**src/rtl/temporizador_pkg.sv**
```systemverilog
// ============================================================================
// Module      : temporizador_pkg
// Description : Shared constants for the programmable timer: FSM state
//               encoding and operating-mode encoding.
// Revision    : 1.0 - initial release
// ============================================================================
`default_nettype none

package temporizador_pkg;

    // FSM state encoding
    localparam logic [0:0] ST_IDLE = 1'b0;
    localparam logic [0:0] ST_RUN  = 1'b1;

    // Mode latched at start
    localparam logic MODE_ONESHOT  = 1'b0;
    localparam logic MODE_PERIODIC = 1'b1;

endpackage : temporizador_pkg

`default_nettype wire

```
**src/rtl/temporizador_prog_if.sv**
```systemverilog
// ============================================================================
// Module      : temporizador_prog_if
// Description : Control/status bundle of the programmable timer. The irq and
//               irq_clr members exist only when TEMPORIZADOR_IRQ_EN is defined.
// Revision    : 1.0 - initial release
// ============================================================================
`default_nettype none

interface temporizador_prog_if #(
    parameter int WIDTH   = 16,
    parameter int PRESC_W = 8
);
    logic               start;
    logic               stop;
    logic               periodic;
    logic [WIDTH-1:0]   load_val;
    logic [PRESC_W-1:0] presc_val;
    logic               busy;
    logic               tick;
    logic               saidaq;
    logic [WIDTH-1:0]   count;
`ifdef TEMPORIZADOR_IRQ_EN
    logic               irq;
    logic               irq_clr;

    modport master (
        output start, stop, periodic, load_val, presc_val, irq_clr,
        input  busy, tick, saidaq, count, irq
    );
    modport slave (
        input  start, stop, periodic, load_val, presc_val, irq_clr,
        output busy, tick, saidaq, count, irq
    );
`else
    modport master (
        output start, stop, periodic, load_val, presc_val,
        input  busy, tick, saidaq, count
    );
    modport slave (
        input  start, stop, periodic, load_val, presc_val,
        output busy, tick, saidaq, count
    );
`endif
endinterface : temporizador_prog_if

`default_nettype wire

```
**src/rtl/prescaler_sync.sv**
```systemverilog
// ============================================================================
// Module      : prescaler_sync
// Description : Synchronous reloadable prescaler. Counts the latched reload
//               value P down to 0 and emits a step on the cycle pc==0, giving
//               one step every P+1 enabled cycles.
// Revision    : 1.0 - initial release
// ============================================================================
`default_nettype none

module prescaler_sync #(
    parameter int PRESC_W = 8
) (
    input  wire logic               clkf,
    input  wire logic               rst,
    input  wire logic               load_i,       // accepted start: latch P
    input  wire logic               clr_i,        // stop: abandon current count
    input  wire logic               en_i,         // timer in RUN
    input  wire logic [PRESC_W-1:0] presc_val_i,
    output logic                    step_o
);

    logic [PRESC_W-1:0] pc_q;
    logic [PRESC_W-1:0] pc_d;
    logic [PRESC_W-1:0] reload_q;
    logic [PRESC_W-1:0] reload_d;

    assign step_o = en_i && (pc_q == '0);

    // Next prescaler value: clear on stop, load on start, else count/reload
    always_comb begin
        pc_d     = pc_q;
        reload_d = reload_q;
        if (clr_i) begin
            pc_d = '0;
        end else if (load_i) begin
            pc_d     = presc_val_i;
            reload_d = presc_val_i;
        end else if (en_i) begin
            if (pc_q == '0) begin
                pc_d = reload_q;
            end else begin
                pc_d = pc_q - PRESC_W'(1);
            end
        end
    end

    // Prescaler registers with synchronous reset
    always_ff @(posedge clkf) begin
        if (rst) begin
            pc_q     <= '0;
            reload_q <= '0;
        end else begin
            pc_q     <= pc_d;
            reload_q <= reload_d;
        end
    end

endmodule : prescaler_sync

`default_nettype wire

```
**src/rtl/temporizador_prog.sv**
```systemverilog
// ============================================================================
// Module      : temporizador_prog
// Description : Programmable synchronous timer: prescaler plus down-counter,
//               one-shot or periodic, with tick pulse, square-wave output and
//               live count. Optional sticky interrupt flag enabled by the
//               TEMPORIZADOR_IRQ_EN macro.
// Revision    : 1.0 - initial release
// ============================================================================
`default_nettype none

module temporizador_prog
    import temporizador_pkg::*;
#(
    parameter int WIDTH   = 16,
    parameter int PRESC_W = 8
) (
    input  wire logic          clkf,
    input  wire logic          rst,
    temporizador_prog_if.slave bus
);

    logic [0:0]       state_q;
    logic [0:0]       state_d;
    logic [WIDTH-1:0] count_q;
    logic [WIDTH-1:0] count_d;
    logic [WIDTH-1:0] load_q;
    logic [WIDTH-1:0] load_d;
    logic             mode_q;
    logic             mode_d;
    logic             tick_q;
    logic             tick_d;
    logic             saidaq_q;
    logic             saidaq_d;
    logic             step;
    logic             expiry;

    // Stop has priority over start, so the prescaler only loads on a start
    // that is not overridden.
    prescaler_sync #(
        .PRESC_W     (PRESC_W)
    ) u_presc (
        .clkf        (clkf),
        .rst         (rst),
        .load_i      (bus.start && !bus.stop),
        .clr_i       (bus.stop),
        .en_i        (state_q == ST_RUN),
        .presc_val_i (bus.presc_val),
        .step_o      (step)
    );

    // FSM and main counter next state; stop > start > expiry
    always_comb begin
        state_d  = state_q;
        count_d  = count_q;
        load_d   = load_q;
        mode_d   = mode_q;
        tick_d   = 1'b0;
        saidaq_d = saidaq_q;
        expiry   = 1'b0;
        if (bus.stop) begin
            if (state_q == ST_RUN) begin
                state_d = ST_IDLE;
            end
        end else if (bus.start) begin
            state_d = ST_RUN;
            count_d = bus.load_val;
            load_d  = bus.load_val;
            mode_d  = bus.periodic;
        end else if ((state_q == ST_RUN) && step) begin
            if (count_q != '0) begin
                count_d = count_q - WIDTH'(1);
            end else begin
                expiry   = 1'b1;
                tick_d   = 1'b1;
                saidaq_d = ~saidaq_q;
                if (mode_q == MODE_PERIODIC) begin
                    count_d = load_q;
                end else begin
                    state_d = ST_IDLE;
                end
            end
        end
    end

    // State and output registers with synchronous reset
    always_ff @(posedge clkf) begin
        if (rst) begin
            state_q  <= ST_IDLE;
            count_q  <= '0;
            load_q   <= '0;
            mode_q   <= MODE_ONESHOT;
            tick_q   <= 1'b0;
            saidaq_q <= 1'b0;
        end else begin
            state_q  <= state_d;
            count_q  <= count_d;
            load_q   <= load_d;
            mode_q   <= mode_d;
            tick_q   <= tick_d;
            saidaq_q <= saidaq_d;
        end
    end

    assign bus.busy   = (state_q == ST_RUN);
    assign bus.tick   = tick_q;
    assign bus.saidaq = saidaq_q;
    assign bus.count  = count_q;

`ifdef TEMPORIZADOR_IRQ_EN
    logic irq_q;
    logic irq_d;

    // Sticky interrupt flag: a new expiry wins over a coincident clear
    always_comb begin
        irq_d = irq_q;
        if (expiry) begin
            irq_d = 1'b1;
        end else if (bus.irq_clr) begin
            irq_d = 1'b0;
        end
    end

    // Interrupt flag register with synchronous reset
    always_ff @(posedge clkf) begin
        if (rst) begin
            irq_q <= 1'b0;
        end else begin
            irq_q <= irq_d;
        end
    end

    assign bus.irq = irq_q;
`endif

endmodule : temporizador_prog

`default_nettype wire
```
**src/flat_wrapper.sv**
```systemverilog
// flat-port wrapper written by rule: the top's interface ports become plain ports
module temporizador_prog_flat import temporizador_pkg::*;
#(
    parameter int WIDTH   = 16,
    parameter int PRESC_W = 8
)
  (clkf, rst, bus_start, bus_stop, bus_periodic, bus_load_val, bus_presc_val, bus_busy, bus_tick, bus_saidaq, bus_count);
  temporizador_prog_if #(.WIDTH(WIDTH), .PRESC_W(PRESC_W)) bus_i ();
  input  wire logic clkf;
  input  wire logic rst;
  input wire logic [$bits(bus_i.start)-1:0] bus_start;
  input wire logic [$bits(bus_i.stop)-1:0] bus_stop;
  input wire logic [$bits(bus_i.periodic)-1:0] bus_periodic;
  input wire logic [$bits(bus_i.load_val)-1:0] bus_load_val;
  input wire logic [$bits(bus_i.presc_val)-1:0] bus_presc_val;
  output wire logic [$bits(bus_i.busy)-1:0] bus_busy;
  output wire logic [$bits(bus_i.tick)-1:0] bus_tick;
  output wire logic [$bits(bus_i.saidaq)-1:0] bus_saidaq;
  output wire logic [$bits(bus_i.count)-1:0] bus_count;
  assign bus_i.start = bus_start;
  assign bus_i.stop = bus_stop;
  assign bus_i.periodic = bus_periodic;
  assign bus_i.load_val = bus_load_val;
  assign bus_i.presc_val = bus_presc_val;
  assign bus_busy = bus_i.busy;
  assign bus_tick = bus_i.tick;
  assign bus_saidaq = bus_i.saidaq;
  assign bus_count = bus_i.count;
  temporizador_prog #(.WIDTH(WIDTH), .PRESC_W(PRESC_W)) u_core (.clkf(clkf), .rst(rst), .bus(bus_i));
endmodule
```
**config.mk**
```make
export PLATFORM = sky130hd
export DESIGN_NAME = temporizador_prog_flat
export DESIGN_NICKNAME = d
export VERILOG_FILES = /design/src/rtl/temporizador_pkg.sv /design/src/rtl/temporizador_prog_if.sv /design/src/rtl/prescaler_sync.sv /design/src/rtl/temporizador_prog.sv /design/src/flat_wrapper.sv
export SDC_FILE = /design/constraint.sdc
export NUM_CORES = 1
export LEC_CHECK = 0
export BUFFER_PORTS_ARGS = -buffer_cell sky130_fd_sc_hd__buf_2
export CAP_MARGIN = 40
export CORE_MARGIN = 1
export CORE_UTILIZATION = 50
export DETAILED_ROUTE_END_ITERATION = 7
export PLACE_DENSITY_LB_ADDON = 0.3
export SLEW_MARGIN = 5
export SYNTH_ARGS = -nofsm -noshare
export SYNTH_HDL_FRONTEND = slang
export SYNTH_SLANG_ARGS = --single-unit
```
**constraint.sdc**
```tcl
create_clock -name clkf -period 2.2 [get_ports clkf]
set_input_delay 0.22 -clock clkf [delete_from_list [all_inputs] [get_ports clkf]]
set_output_delay 0.22 -clock clkf [all_outputs]
set_load 0.1 [all_outputs]
```
==> metrics.md <==
| Metric | Value |
|---|---|
| Combinational Power Share | 40.6% |
| Slew Viols, Final | 0 |
| Hold Crit Class | input port to flop |
| TritonCTS clock tree | built |
| Clk pwr share | 22.8% |
| CP max-delay cell | or4b_4 |
| Total global-route track usage | 26.6% |
| Crit path largest cell delay | 0.53 ns |
| Share of layout cells above drive strength 1 | 33.7% |
| Placed Instances | 448 |
| Root Buffer | clkbuf_8 |
| Number of global-route vias before repair | 2646 |
| FP Rows | 26 |
| Initial Util | 53.4% |
| EDFF count, synth | 0 |
| Post-route cell area | 0.00343 mm2 |
| Synth Area in Compound Gates | 33.0% |
| Clock period minus worst slack | 2.26 ns |
| Syn_area_per_cell | 8.32 um2 |
| H-tree depth | 2 |
| Max VDD drop | 0.397 mV |
| Clock insertion delay at the later pin of the skew report | 0.31 ns |
| Total congestion overflow | 0 |
| First-pass GRT wire length | 12.5 mm |
| Crit start category | flop |
| Sw Ratio | 40.1% |
| Final HPWL DP | 5.29 mm |
| Synth Area in Simple Gates | 20.6% |
| Crit. End Element | flop |
| Int Pwr | 1.76 mW |
| Synth Flop Type | dfxtp_1 |
| Die height | 76.8 um |
| Non-filler instance count after layout | 462 |
| Switching pwr | 1.17 mW |
| Final period utilization | 103% |
| Syn Nets | 369 |
| CP required | 2.43 ns |
| Slew HR | 56.8% |
| Synth Area in XOR/XNOR | 0% |
| Worst-path fanout max | 6 |
| Vias | 2856 |
| Leakage | 1.34 nW |
| Num CTS Buffers | 5 |
| Reg clk slew, reported paths | 0.10 ns |
| Post-synthesis sequential area ratio | 37.2% |
| Failing checks | negative setup slack |
| Largest net degree at the start of global routing | 30 |
| Pwr/cell area | 854 mW/mm2 |
| Post-Synth Adder-Cell Area | 1.79% |
| Endpoints failing setup | 7 |
| Wire per inst | 16.9 um |
| Die area | 0.00590 mm2 |
| Initial detailed-routing violation count | 191 |
| DR pass1 iterations | 5 |
| Worst-path cell chain | inv_6 -> ha_4 -> or4b_4 -> nor4_4 -> buf_4 -> a211o_2 -> a21oi_1 -> o32ai_2 |
| Routed Antenna Nets | 0 |
| Async SR Flop Fraction | 0% |
| Status | complete, but fails checks |
| Clock tree buffer depth | 2 |
| Flop pwr share | 36.5% |
| Cells after Synth | 336 |
| Port-buffer cells | 47 |
| Setup WS post-layout | -0.0560 ns |
| Synthesis-stage register bit count | 52 |
| I/O Pins | 48 |
| Remaining DRCs | 0 |
| Final Hold Viols | 0 |
| Clock net sink count | 52 |
| Cell variety after synth | 57 |
| Total Routed Length | 7.81 mm |
| Initial antenna violation count | 0 |
| DP Area | 0.00319 mm2 |
| Final net count | 424 |
| Pin slew with the least headroom to its limit | 0.649 ns |
| Post-synthesis mux area share | 0.358% |
| Placer Congestion | 0.927 |
| Arrival @ worst endpoint | 2.48 ns |
| N_diodes | 0 |
| Unrepaired setup endpoints after global routing | true |
| Cell Area, Synth | 0.00280 mm2 |
| YS warnings | 0 |
| Post-DR vias/cell | 6.18 |
| Clk_skew | 0.00721 ns |
| Class of the most critical setup path | flop to flop |
| Achievable Freq | 0.443 GHz |
| Horiz. Die Dim | 76.8 um |
| Max_cap viols | 0 |
| Core area | 0.00524 mm2 |
| Combinational family with the most area after synthesis | compound AO/OA/AOI/OAI gates |
| Area growth, synth to finish | 22.6% |
flip-flops by register name, summed over array words and instances, names as in the netlist:
register,cells
u_core.bus.count,16
u_core.load_q,16
u_core.u_presc.pc_q,8
u_core.u_presc.reload_q,8
u_core.bus.busy,1
u_core.bus.saidaq,1
u_core.bus.tick,1
u_core.mode_q,1
worst max-delay path, delay by kind of cell, from the launching register on:
family / cells / cell delay (ns)
simple gates: 2 / 0.89
compound gates: 3 / 0.52
flops: 1 / 0.38
buf+inv: 2 / 0.26
fa+ha+maj: 1 / 0.12
layout make-up:
class                      instances  area [um2]
fill                             458        1810
multi-input combinational        241        1640
sequential                        52        1080
timing repair buffer              70         435
tap                               70        87.6
inverter                          21        83.8
clock buffer                       5        68.8
clock inverter                     3        41.3
cells by family after synthesis:
kind of cell / Yosys count
AO/OA/AOI/OAI: 127
adder cells (fa/ha/maj): 4
buffers and inverters: 44
flip-flops: 52
multiplexers: 1
AND/OR/NAND/NOR: 108
stage by stage:
stage | setup TNS (ns) | setup slack (ns) | util (%) | hold WS (ns) | total power [mW]
after floorplan | 0 | 0.00265 | - | 0.356 | 1.95
after global placement | 0 | 0.0852 | 60.9 | 0.441 | 2.17
after detailed placement | 0 | 0.0178 | 60.9 | 0.448 | 2.19
after CTS | 0 | 0.0265 | 63.3 | 0.135 | 2.86
after global routing | -1.35 | -0.138 | 65.5 | 0.148 | 3.06
final | -0.203 | -0.0560 | 65.5 | 0.138 | 2.93
routing by layer:
metal	global-route usage (%)	routed length (um)
met1	32.5	3280
met2	44.2	3780
met3	5.24	516
met4	13.1	224
met5	0	0
final timing paths:
check	start	end	slack, ns	cells past startpoint
worst min-delay path	bus_periodic	u_core.mode_q	0.14	3
worst min register to register	u_core.load_q[9]	u_core.load_q[9]	0.46	2
worst max-delay path	u_core.bus.count[1]	u_core.bus.count[5]	-0.06	8
worst max register to register	u_core.bus.count[1]	u_core.bus.count[5]	-0.06	8
placed cells by master (no fill, tap or decap), types with 3 or more instances in the layout:
master	count
dfxtp_4	6
buf_2	47
o21ai_1	3
o221ai_1	3
o31a_1	3
nor4_1	4
o21ai_0	6
a22oi_1	3
nand3_1	9
a31oi_1	7
dfxtp_1	35
a2bb2oi_1	3
clkbuf_8	5
nand2_1	55
o21a_1	8
buf_4	19
nand4_1	3
dfxtp_2	11
inv_1	19
nor2_1	6
o32ai_1	3
or4_1	3
a221oi_1	3
o32ai_2	9
a21oi_1	50
nor3_1	6
a22o_1	8
ha_1	3
Yosys cell counts, drive strengths merged (2+ instances only):
master	instances	area share [%]
a211o	2	0.67
a21oi	51	9.3
a221oi	4	1.5
a22o	8	2.5
a22oi	5	1.7
a2bb2oi	3	0.94
a31oi	7	1.6
buf	9	2.3
clkbuf	14	1.9
dfxtp	52	37
ha	4	1.8
inv	21	2.8
nand2	56	7.5
nand3	9	1.6
nand4	3	0.67
nor2	7	1.0
nor3	8	2.0
nor3b	3	0.81
nor4	7	2.9
o211ai	2	0.54
o21a	8	2.1
o21ai	10	1.8
o221ai	3	0.94
o31a	3	0.94
o32ai	12	5.6
o41ai	2	0.63
or2	2	0.45
or3	2	0.45
or3b	2	0.63
or4	5	1.5
power groups by stage:
stage	Clock [mW]	Sequential, mW	Combinational (mW)
floorplan	0	1.31	0.639
global placement	0	1.08	1.09
detailed placement	0	1.09	1.11
CTS	0.674	1.07	1.12
global route	0.710	1.08	1.27
finish	0.669	1.07	1.19
what timing repair did:
action,4_1_cts,5_1_grt
endpoints found under the setup margin,12,18
gates cloned,0,1
pin swaps,1,6
setup buffers,1,4
hold buffers,0,0
resized for setup,1,18
(Power assumes the default switching activity.)
